<file path="src/rtl/divider_pkg.sv">
// Shared types and sizing helpers for the iterative unsigned divider.
package divider_pkg;

  typedef enum logic [1:0] {
    IDLE,
    BUSY,
    DONE
  } div_state_e;

  localparam int unsigned DEF_WIDTH = 32;
  localparam int unsigned DEF_BPC   = 1;
  localparam int unsigned DEF_ITERS = DEF_WIDTH / DEF_BPC;
  localparam int unsigned DEF_CNT_W = $clog2(DEF_ITERS + 1);

  function automatic int unsigned iter_count(input int unsigned width, input int unsigned bpc);
    return width / bpc;
  endfunction

  function automatic int unsigned cnt_width(input int unsigned iters);
    return $clog2(iters + 1);
  endfunction

endpackage

</file>
<file path="src/rtl/divider_step.sv">
// One combinational restoring-division step built around a WIDTH+1-bit
// carry-lookahead subtractor (rem + ~divisor + 1).
module divider_step #(
  parameter int unsigned WIDTH = 32
) (
  input  logic [WIDTH-1:0] rem_i,
  input  logic [WIDTH-1:0] q_i,
  input  logic [WIDTH-1:0] divisor_i,
  output logic [WIDTH-1:0] rem_o,
  output logic [WIDTH-1:0] q_o
);

  localparam int unsigned W1 = WIDTH + 1;

  logic [W1-1:0] t;
  logic [W1-1:0] b_n;
  logic [W1-1:0] prop;
  logic [W1:0]   carry;
  logic [W1-1:0] diff;
  logic          no_borrow;

  assign t    = {rem_i, q_i[WIDTH-1]};
  assign b_n  = ~{1'b0, divisor_i};
  assign prop = t ^ b_n;

  // Parallel-prefix carry tree; the +1 carry-in is folded into bit 0's generate.
  always_comb begin
    logic [W1-1:0] g;
    logic [W1-1:0] p;
    logic [W1-1:0] g_nx;
    logic [W1-1:0] p_nx;
    g    = t & b_n;
    g[0] = g[0] | prop[0];
    p    = prop;
    for (int unsigned d = 1; d < W1; d = d * 2) begin
      g_nx = g;
      p_nx = p;
      for (int unsigned i = d; i < W1; i++) begin
        g_nx[i] = g[i] | (p[i] & g[i-d]);
        p_nx[i] = p[i] & p[i-d];
      end
      g = g_nx;
      p = p_nx;
    end
    carry = {g, 1'b1};
  end

  assign diff      = prop ^ carry[W1-1:0];
  assign no_borrow = carry[W1];

  assign rem_o = no_borrow ? diff[WIDTH-1:0] : t[WIDTH-1:0];
  assign q_o   = {q_i[WIDTH-2:0], no_borrow};

endmodule

</file>
<file path="src/rtl/divider_unsigned_iter.sv">
// Iterative unsigned divider (DIVU/REMU) with valid/ready on both sides.
// Optional DIVIDER_ZERO_BYPASS_EN: divide-by-zero completes one clock after accept.
module divider_unsigned_iter
  import divider_pkg::*;
#(
  parameter int unsigned WIDTH          = DEF_WIDTH,
  parameter int unsigned BITS_PER_CYCLE = DEF_BPC
) (
  input  logic             clk,
  input  logic             rst_n,
  input  logic             in_valid,
  output logic             in_ready,
  input  logic [WIDTH-1:0] dividend,
  input  logic [WIDTH-1:0] divisor,
  output logic             out_valid,
  input  logic             out_ready,
  output logic [WIDTH-1:0] quotient,
  output logic [WIDTH-1:0] remainder
);

  localparam int unsigned      N    = iter_count(WIDTH, BITS_PER_CYCLE);
  localparam int unsigned      CW   = cnt_width(N);
  localparam logic [CW-1:0]    LAST = CW'(N - 1);

  div_state_e       state_q, state_d;
  logic [WIDTH-1:0] q_q, q_d;
  logic [WIDTH-1:0] rem_q, rem_d;
  logic [WIDTH-1:0] div_q, div_d;
  logic [CW-1:0]    cnt_q, cnt_d;

  logic [WIDTH-1:0] rem_c [0:BITS_PER_CYCLE];
  logic [WIDTH-1:0] q_c   [0:BITS_PER_CYCLE];

  assign rem_c[0] = rem_q;
  assign q_c[0]   = q_q;

  for (genvar s = 0; s < BITS_PER_CYCLE; s++) begin : g_step
    divider_step #(
      .WIDTH(WIDTH)
    ) u_step (
      .rem_i    (rem_c[s]),
      .q_i      (q_c[s]),
      .divisor_i(div_q),
      .rem_o    (rem_c[s+1]),
      .q_o      (q_c[s+1])
    );
  end

  always_comb begin
    state_d   = state_q;
    q_d       = q_q;
    rem_d     = rem_q;
    div_d     = div_q;
    cnt_d     = cnt_q;
    in_ready  = 1'b0;
    out_valid = 1'b0;
    unique case (state_q)
      IDLE: begin
        in_ready = 1'b1;
        if (in_valid) begin
          div_d   = divisor;
          q_d     = dividend;
          rem_d   = '0;
          cnt_d   = '0;
          state_d = BUSY;
`ifdef DIVIDER_ZERO_BYPASS_EN
          if (divisor == '0) begin
            q_d     = '1;
            rem_d   = dividend;
            state_d = DONE;
          end
`endif
        end
      end
      BUSY: begin
        q_d   = q_c[BITS_PER_CYCLE];
        rem_d = rem_c[BITS_PER_CYCLE];
        cnt_d = cnt_q + 1'b1;
        if (cnt_q == LAST) state_d = DONE;
      end
      DONE: begin
        out_valid = 1'b1;
        if (out_ready) state_d = IDLE;
      end
      default: state_d = IDLE;
    endcase
  end

  always_ff @(posedge clk or negedge rst_n) begin
    if (!rst_n) begin
      state_q <= IDLE;
      q_q     <= '0;
      rem_q   <= '0;
      div_q   <= '0;
      cnt_q   <= '0;
    end else begin
      state_q <= state_d;
      q_q     <= q_d;
      rem_q   <= rem_d;
      div_q   <= div_d;
      cnt_q   <= cnt_d;
    end
  end

  assign quotient  = q_q;
  assign remainder = rem_q;

endmodule

</file>
<file path="config.mk">
export PLATFORM = sky130hd
export DESIGN_NAME = divider_unsigned_iter
export DESIGN_NICKNAME = d
export VERILOG_FILES = /design/src/rtl/divider_pkg.sv /design/src/rtl/divider_step.sv /design/src/rtl/divider_unsigned_iter.sv
export SDC_FILE = /design/constraint.sdc
export NUM_CORES = 1
export LEC_CHECK = 0
export BUFFER_PORTS_ARGS = -buffer_cell sky130_fd_sc_hd__buf_4
export CAP_MARGIN = 20
export CELL_PAD_IN_SITES_DETAIL_PLACEMENT = 1
export CELL_PAD_IN_SITES_GLOBAL_PLACEMENT = 2
export CORE_ASPECT_RATIO = 1.2
export CORE_MARGIN = 2
export CORE_UTILIZATION = 25
export DETAILED_ROUTE_END_ITERATION = 16
export GPL_TIMING_DRIVEN = 0
export PLACE_DENSITY_LB_ADDON = 0.1
export SLEW_MARGIN = 10
export SYNTH_ARGS = -nofsm -noshare
export SYNTH_HDL_FRONTEND = slang
export SYNTH_SLANG_ARGS = --single-unit
</file>
<file path="constraint.sdc">
create_clock -name clk -period 3.3 [get_ports clk]
set_input_delay 0.165 -clock clk [delete_from_list [all_inputs] [get_ports clk]]
set_output_delay 0.165 -clock clk [all_outputs]
set_load 0.03 [all_outputs]
</file>
Word level (Yosys, flattened, before mapping)
Index checks and enable logic that the tools add are counted.
{"block": "totals", "out_inout_bits": 66, "ff_bits": 104, "elab_cells": 394}
{"block": "classes", "n_eq_ne": 6, "muxes": 13, "add_sub_neg": 1, "reduce_logical": 5, "bitwise": 364}
{"cell": "$and A1 B1 Y1", "n": 229}
{"cell": "$or A1 B1 Y1", "n": 131}
{"cell": "$pmux W32 S2", "n": 2}
{"cell": "$mux W32", "n": 3}
{"cell": "$and A33 B33 Y33", "n": 1}
{"cell": "$not A32 Y33", "n": 1}
{"cell": "$xor A33 B33 Y33", "n": 1}
{"cell": "$xor A32 B32 Y32", "n": 1}
{"cell": "$pmux W6 S2", "n": 1}
{"cell": "$add A6 B1 Y6 const B", "n": 1}
{"cell": "$eq A6 B5 Y1 const B", "n": 1}
{"cell": "$mux W2", "n": 3}
{"cell": "$mux W6", "n": 1}
{"cell": "$ne A2 B2 Y1 const B", "n": 3}
{"cell": "$pmux W2 S3", "n": 1}
{"cell": "$reduce_and A2 Y1", "n": 2}
{"cell": "$reduce_and A3 Y1", "n": 1}
{"cell": "$eq A2 B1 Y1 const B", "n": 1}
{"cell": "$eq A2 B2 Y1 const B", "n": 1}
{"cell": "$logic_not A2 Y1", "n": 1}
{"cell": "$mux W1", "n": 2}
{"cell": "$reduce_bool A2 Y1", "n": 1}

Longest topological paths before layout
Gate-level depths: netlist of run 1.
{"block": "logic_depth", "word_depth": 15, "ltp_mapped": 12}

Modules after synthesis
From an unflattened synthesis of run 1, not the netlist that was laid out.
{"block": "unflattened", "hier_cells": 834, "hier_area_um2": 7638.6}
{"module": "divider_unsigned_iter", "instances": 1, "area_each_um2": 5107.4, "cells_per_inst": 490}
{"module": "divider_step", "instances": 1, "area_each_um2": 2531.2, "cells_per_inst": 344}

Worst setup path before layout of run 1
Ideal clock, no wire load.
{"block": "synth_path", "kind": "reg2reg", "startpoint": "register q_q[31] (netlist: quotient[31])", "endpoint": "register rem_q[28] (netlist: remainder[28])", "setup_time_ns": 0.130, "n_path_buf": 0, "t_required_ns": 3.170, "setup_slack_ns": 0.459, "path_stages_with_launch": 13, "arrival_time_ns": 2.711, "cell_sequence": "dfrtp_1 inv_1 ha_1 inv_1 fa_1 a211oi_1 o211a_1 o21ai_2 a311oi_1 nor2_1 a31oi_1 xor2_1 o21ai_0"}
{"block": "synth_between", "elab_chain_cells": 13, "elab_cells_between_ends": 16, "classes_between": "2 x mux; 14 x bitwise"}
{"item": "start, declared", "line": "divider_unsigned_iter.sv:26", "rtl": "logic [WIDTH-1:0] q_q, q_d;"}
{"item": "start signal, assigned", "line": "divider_unsigned_iter.sv:98", "rtl": "q_q <= q_d;"}
{"item": "$and A33 B33 Y33 / $xor A33 B33 Y33 (equally long branches)", "line": "divider_step.sv:32, divider_step.sv:24"}
{"item": "$or A1 B1 Y1 (*)", "line": "divider_step.sv:33", "rtl": "g[0] = g[0] | prop[0];"}
{"item": "$and A1 B1 Y1", "line": "divider_step.sv:39", "rtl": "g_nx[i] = g[i] | (p[i] & g[i-d]);"}
{"item": "$or A1 B1 Y1", "line": "divider_step.sv:39"}
{"item": "$and A1 B1 Y1", "line": "divider_step.sv:39"}
{"item": "$or A1 B1 Y1", "line": "divider_step.sv:39"}
{"item": "$and A1 B1 Y1", "line": "divider_step.sv:39"}
{"item": "$or A1 B1 Y1", "line": "divider_step.sv:39"}
{"item": "$and A1 B1 Y1", "line": "divider_step.sv:39"}
{"item": "$or A1 B1 Y1", "line": "divider_step.sv:39"}
{"item": "$xor A32 B32 Y32", "line": "divider_step.sv:48", "rtl": "assign diff = prop ^ carry[W1-1:0];"}
{"item": "$mux W32 (*)", "line": "divider_step.sv:51", "rtl": "assign rem_o = no_borrow ? diff[WIDTH-1:0] : t[WIDTH-1:0];"}
{"item": "$pmux W32 S2 (*)", "line": "divider_unsigned_iter.sv:57", "rtl": "unique case (state_q)"}
{"item": "end signal, assigned", "line": "divider_unsigned_iter.sv:99", "rtl": "rem_q <= rem_d;"}
{"item": "end, declared", "line": "divider_unsigned_iter.sv:27", "rtl": "logic [WIDTH-1:0] rem_q, rem_d;"}
Every way passes the cells marked *; elsewhere a longest branch is shown, timed or not.
A chain may end at the register's enable or synchronous reset.

Worst setup path after layout of run 1
{"block": "layout_path", "startpoint": "register rem_q[19] (netlist: remainder[19])", "endpoint": "register rem_q[25] (netlist: remainder[25])"}
{"block": "layout_between", "elab_chain_cells": 12, "elab_cells_between_ends": 27, "classes_between": "2 x mux; 25 x bitwise"}
{"item": "$xor A33 B33 Y33", "line": "divider_step.sv:24", "rtl": "assign prop = t ^ b_n;"}
{"item": "$and A1 B1 Y1, on equally long branches", "line": "divider_step.sv:39, divider_step.sv:40"}
{"item": "$or A1 B1 Y1 / $and A1 B1 Y1 (equally long branches)", "line": "divider_step.sv:39"}
{"item": "$or A1 B1 Y1", "line": "divider_step.sv:39"}
{"item": "$and A1 B1 Y1", "line": "divider_step.sv:39"}
{"item": "$or A1 B1 Y1", "line": "divider_step.sv:39"}
{"item": "$and A1 B1 Y1", "line": "divider_step.sv:39"}
{"item": "$or A1 B1 Y1 (3 in a row)", "line": "divider_step.sv:39"}
{"item": "$mux W32 (*)", "line": "divider_step.sv:51"}
{"item": "$pmux W32 S2 (*)", "line": "divider_unsigned_iter.sv:57"}
Marked as above.

==> impl_metrics.py, run 1 <==
metrics = {
    "sta": {
        "rsz0062_at_grt": "no",
        "finalSetupTns_ns": 0,
        "period_share_pct": 93.7,
        "maxSlewViolCount": 0,
        "fin_worst_skew_ns": 0.0116,
        "relSlewSlack_pct": 45.5,
        "period_needed_ns": 3.09,
        "hold_violations": 0,
        "setup_viol": 0,
        "tightest_slew_ns": 0.797,
        "max_freq_mhz": 323,
    },
    "min_path": {
        "worstHoldStart": "divisor[4]",
        "min_path_type": "in -> reg",
    },
    "routing": {
        "firstDrtPassIters": 4,
        "drcViolationCount": 0,
        "num_vias": 5936,
        "ant_nets": 0,
        "viasPerCell": 4.88,
        "avgRoutedWirePerCell_um": 17.8,
        "drt_iter0_drc": 180,
        "wirelength_mm": 21.6,
    },
    "global_routing": {
        "grt_max_degree": 73,
        "grt-ovfl-total": 0,
        "grt_use_total_pct": 17.0,
        "grt_pass1_wl_mm": 35.1,
        "antenna_found_initial": 0,
        "grt_pass1_vias": 6528,
    },
    "synthesis": {
        "async_reset_ff_share_pct": 100,
        "ys_types": 59,
        "syn_area_per_cell_sq_um": 8.61,
        "synth_flop_cell": "dfrtp_1",
        "synth_nets": 829,
        "synth-seq-cells": 104,
        "synth-edff-count": 0,
        "synth.cell_area_sq_mm": 0.00626,
        "synthCells": 727,
        "synth_seq_area_share_pct": 41.6,
        "ys_warn_count": 0,
    },
    "cts": {
        "root_buffer": "clkbuf_16",
        "clkSlewWorstSetupHoldPaths_ns": 0.08,
        "max-clock-path-buffers": 2,
        "cts_tree": "built",
        "clk_latency_ns": 0.36,
        "cts_buffers": 9,
        "htreeDepth": 3,
        "cts.sinks": 104,
    },
    "floorplanning": {
        "chipWidth_um": 148,
        "rows": 63,
        "die-area_sq_mm": 0.0263,
        "coreArea_sq_mm": 0.0247,
        "start_util_pct": 25.4,
        "dieHeight_um": 177,
        "num_io_pins": 134,
    },
    "final_layout": {
        "n_fill_cell": 2909,
        "finalNonFillerCells": 1216,
        "area_growth_pct": 30.2,
        "n_antenna_cell": 0,
        "drive_above_1_share_pct": 19.3,
        "nets": 988,
    },
    "critical_path": {
        "path_max_fanout": 10,
        "r2r-start": "remainder[19]$_DFFE_PN0P_",
        "r2r_slack_ns": 0.21,
        "cp-end-kind": "flip-flop",
        "startpoint": "remainder[19]$_DFFE_PN0P_",
        "crit_required_ns": 3.51,
        "cp-endpoint": "remainder[25]$_DFFE_PN0P_",
        "cp-start-kind": "flip-flop",
        "reg2reg_depth": 11,
        "worstSetupPathType": "reg -> reg",
        "arrival_ns": 3.31,
        "r2r_end": "remainder[25]$_DFFE_PN0P_",
    },
    "place": {
        "io_buffers": 133,
        "place_inst": 1186,
        "place_congestion": 0.831,
        "dp_hpwl_mm": 16.6,
    },
    "outcome": {
        "status": "completed",
    },
    "flow_run": {
        "maxCapViolations": 0,
    },
}
## state kept, by name (all words and copies together) (netlist names)
signal     flops
quotient      32
div_q         32
remainder     32
cnt_q          6
state_q        2
## cell families after synthesis
logic type,synth area share (%)
buffers and inverters,5.26
XOR/XNOR,3.08
AO/OA/AOI/OAI,22.1
multiplexers,4.00
AND/OR/NAND/NOR,17.0
adder cells (fa/ha/maj),6.91
flip-flops,41.6
## worst min path at each step
stage	endpoint	slack [ns]	depth (start not counted)
final	div_q[4]$_DFFE_PN0P_	0.01	3
after global routing	quotient[14]$_DFFE_PN0P_	0.009	3
after CTS	div_q[4]$_DFFE_PN0P_	0.0003	3
after detailed placement	div_q[11]$_DFFE_PN0P_	0.08	1
after global placement	div_q[0]$_DFFE_PN0P_	0.36	3
after floorplan	cnt_q[0]$_DFFE_PN0P_	-0.13	0
## stage by stage
stage | setup WS (ns) | hold slack (ns) | instance area, sq um | utilization [%]
after floorplan | 0.459 | -0.131 | 6260 | -
after global placement | -0.167 | 0.362 | 7670 | 31.1
after detailed placement | -0.170 | 0.0811 | 7700 | 31.2
after CTS | 0.0611 | 0.000333 | 8120 | 32.9
after global routing | 0.0118 | 0.00877 | 8150 | 33.0
final | 0.207 | 0.0101 | 8150 | 33.0
## metal layers
layer	up-vias	global-route usage [%]	routed length, um
met3	11	3.68	945
met1	2928	20.7	9720
met5	-	0	0
li1	2895	-	-
met4	0	3.93	214
met2	102	30.6	10800
## area by class of cell
type	instances	area [sq um]	share of cell area [%]
Buffer	37	168	2.06
Timing Repair Buffer	148	1160	14.3
Multi-Input combinational cell	543	3350	41.1
Tap cell	325	407	4.99
Sequential cell	104	2600	31.9
Clock buffer	10	239	2.93
Clock inverter	6	61.3	0.752
Inverter	43	161	1.98
## Yosys cell counts (all sizes together), types with 6 or more instances
master  instances  area share, %
a22oi          10            1.2
dfrtp         104             42
ha             33            6.6
o21ai          84            6.8
a21oi          39            3.3
mux2i          25            4.0
o22ai          22            2.2
clkbuf         23            1.4
nor2           66            4.0
nand2          85            5.1
a21o           17            2.1
o31ai           6           0.80
a31oi           9           0.90
xnor2          14            2.0
inv            43            2.6
xor2            8            1.1
a211oi          7           0.84
buf            14            1.3
nand3          35            2.8
nand2b          7           0.70
and3           11            1.1
nor3           11           0.88
## critical path: stages, from the launching register on
cell and delay, ns:
dfrtp_1 0.43, ha_1 0.29, buf_2 0.20, and4_1 0.31, and3_1 0.21, and2_1 0.14, o21ai_0 0.12, a21o_2 0.27
a21oi_4 0.36, buf_6 0.25, mux2i_1 0.27, o21ai_1 0.09
## repair_timing
action                                  CTS  global route
pin swaps                                 0             1
endpoints found under the setup margin    3             5
hold endpoints to repair                 43             0
resized for setup                         1             4
buffers inserted                          0             2
hold buffers                             12             0
## cells in the final DEF (no fill, tap or decap), drive strengths merged, types with 3 or more instances in the layout
master,netlist,layout
nor3,11,11
a211oi,7,7
and2,3,3
a31oi,9,9
a21oi,39,39
o21ai,84,84
nor2,66,66
o22ai,22,22
xor2,8,8
o21bai,4,4
a22oi,10,10
ha,33,33
nand2,85,85
mux2i,25,25
nor2b,5,5
a21o,17,17
dfrtp,104,104
inv,43,45
clkbuf,23,33
nand3,35,35
dlygate4sd3,0,12
nand2b,7,7
o211ai,4,4
buf,14,150
o31ai,6,6
xnor2,14,14
o21a,3,3
clkinv,0,3
and3,11,11
nand4,3,3
or2,4,4
Power of run 1 is not shown: default switching activity piles up to over one toggle a cycle in this logic, so the estimate is an artifact.
==> inputs of run 2 (changes only) <==
--- a/config.mk
+++ b/config.mk
@@ -11,7 +11,7 @@
 export CELL_PAD_IN_SITES_GLOBAL_PLACEMENT = 2
 export CORE_ASPECT_RATIO = 1.2
 export CORE_MARGIN = 2
-export CORE_UTILIZATION = 25
+export CORE_UTILIZATION = 33
 export DETAILED_ROUTE_END_ITERATION = 16
 export GPL_TIMING_DRIVEN = 0
 export PLACE_DENSITY_LB_ADDON = 0.1
==> run 2 against run 1 <==
Against the previous run: count of clock-buffer cells in the layout down 1; non-clock buffer count fell by 4; flip-flop and latch count stayed put; critical path depth rose by 1; routed wire length down 4.4%; register-to-register slack improved by 0.03 ns; clock skew up 0.0013 ns; setup slack better by 0.034 ns; cell count fell by 6.0%; global-route usage is 4.1 points higher; critical path type unchanged; largest cell class unchanged.
==> impl_metrics.py, run 2 (synthesis results as in run 1) <==
metrics = {
    "routing": {
        "wirelength_mm": 20.7,
        "ant_nets": 0,
        "viasPerCell": 5.18,
        "firstDrtPassIters": 4,
        "drcViolationCount": 0,
        "num_vias": 5919,
        "drt_iter0_drc": 167,
        "avgRoutedWirePerCell_um": 18.1,
    },
    "critical_path": {
        "r2r_end": "remainder[28]$_DFFE_PN0P_",
        "slowest_delay_ns": 0.43,
        "r2r_slack_ns": 0.24,
        "arrival_ns": 3.30,
        "cp-end-kind": "flip-flop",
        "cp-endpoint": "remainder[28]$_DFFE_PN0P_",
        "worstSetupPathType": "reg -> reg",
        "crit_chain": "inv_1, ha_1, inv_1, fa_1, a211oi_1, o211a_1, o21ai_2, a311oi_4, nor2_1, a31oi_1, xor2_1, o21ai_0",
        "cp-start-kind": "flip-flop",
        "slowest_stage": "fa_1",
        "crit_buf_inv": 2,
        "path_depth": 12,
        "crit_required_ns": 3.54,
        "path_common_cell": "inv_1",
        "r2r-start": "quotient[31]$_DFFE_PN0P_",
        "critPathTopFamily": "compound AO/OA/AOI/OAI gates",
        "path_max_fanout": 4,
        "reg2reg_depth": 12,
        "startpoint": "quotient[31]$_DFFE_PN0P_",
    },
    "cts": {
        "cts_tree": "built",
        "htreeDepth": 3,
        "max-clock-path-buffers": 2,
        "clkSlewWorstSetupHoldPaths_ns": 0.08,
        "cts_setup_buffers": 0,
        "cts.sinks": 104,
        "root_buffer": "clkbuf_16",
        "clk_latency_ns": 0.36,
        "cts_buffers": 9,
    },
    "final_layout": {
        "n_antenna_cell": 0,
        "drive_above_1_share_pct": 18.9,
        "final_util_pct": 42.9,
        "nets": 984,
        "area_growth_pct": 28.3,
        "final_cell_mix": "132 x buf_4, 104 x dfrtp_1, 85 x nand2_1",
        "n_fill_cell": 2264,
        "final_common_cell": "buf_4",
    },
    "place": {
        "io_buffers": 133,
        "place_congestion": 0.826,
        "dp_hpwl_mm": 15.4,
    },
    "global_routing": {
        "use_met2_pct": 36.3,
        "grt_pass1_vias": 6421,
        "top_usage_layer": "met2",
        "antenna_found_initial": 0,
        "grt_use_total_pct": 21.1,
        "grt_pass1_wl_mm": 33.5,
        "met1_usage_pct": 26.5,
        "grt_max_degree": 105,
        "grt-ovfl-total": 0,
        "grt_use_met3_pct": 4.06,
    },
    "sta": {
        "whs_ns": 0.0111,
        "max_freq_mhz": 327,
        "period_needed_ns": 3.06,
        "maxSlewViolCount": 0,
        "fin_worst_skew_ns": 0.0129,
        "rsz0062_at_grt": "no",
        "period_share_pct": 92.7,
        "setup_viol": 0,
        "hold_violations": 0,
        "relSlewSlack_pct": 30.3,
        "tightest_slew_ns": 1.05,
    },
    "flow_run": {
        "maxCapViolations": 0,
    },
    "floorplanning": {
        "die-area_sq_mm": 0.0201,
        "dieHeight_um": 155,
        "chipWidth_um": 130,
        "coreArea_sq_mm": 0.0187,
        "rows": 55,
        "start_util_pct": 33.4,
        "num_io_pins": 134,
    },
    "outcome": {
        "status": "completed",
    },
    "min_path": {
        "min_path_type": "in -> reg",
    },
}
==> run 2: cell count changes in the layout (fill, tap and decap cells not counted) <==
cell and delta:
buf_16 -1, buf_4 -2, bufinv_16 +1, clkbuf_8 -1
clkinv_4 -2, dlygate4sd3_1 -1, inv_8 +2, nand2_1 +1
nand2_2 -1, o21ai_0 +2, o21ai_1 -2
==> run 2: timing repair <==
item | CTS | global route
setup endpoints to repair | 3 | 3
endpoints found under the hold margin | 47 | 0
pin swaps | 0 | 1
hold buffers | 11 | 0
resized for setup | 1 | 1
==> run 2: worst min-delay path: stages <==
cell	delay [ns]
buf_4	0.08
nand2_1	0.03
o21ai_0	0.06
==> run 2: final cells by class <==
cell class              count  area (sq um)  share of cell area [%]
multi-input cells         543          3350                    41.7
flip-flops and latches    104          2600                    32.4
repair buffers            144          1110                    13.8
well taps                 256           320                    3.99
clock buffers               9           225                    2.80
plain buffers              37           168                    2.09
inverters                  43           161                    2.01
clock inverters             7          96.3                    1.20
==> run 2: stage by stage <==
stage	TNS (ns)	instances	cell area [sq um]	setup WS, ns
5_1_grt	0	1143	8030	0.00167
4_1_cts	0	1143	8020	0.0880
3_5_place_dp	-0.530	1116	7580	-0.192
6_report	0	1143	8030	0.241
3_3_place_gp	-0.270	1116	7580	-0.111
2_1_floorplan	0	727	6260	0.459
==> run 2: worst min-delay path by stage <==
stage	startpoint	to	cells past startpoint
final	divisor[8]	div_q[8]$_DFFE_PN0P_	3
after global routing	dividend[18]	quotient[18]$_DFFE_PN0P_	3
after CTS	divisor[30]	div_q[30]$_DFFE_PN0P_	3
after detailed placement	rst_n	remainder[10]$_DFFE_PN0P_	1
after global placement	divisor[0]	div_q[0]$_DFFE_PN0P_	3
after floorplan	rst_n	cnt_q[0]$_DFFE_PN0P_	0
==> run 2: routing by layer <==
layer,routed length (um),share of wire [%]
met5,0,0
met3,859,4.1
met1,9180,44
met4,338,1.6
met2,10300,50
Power of run 2 is left out for the same reason.
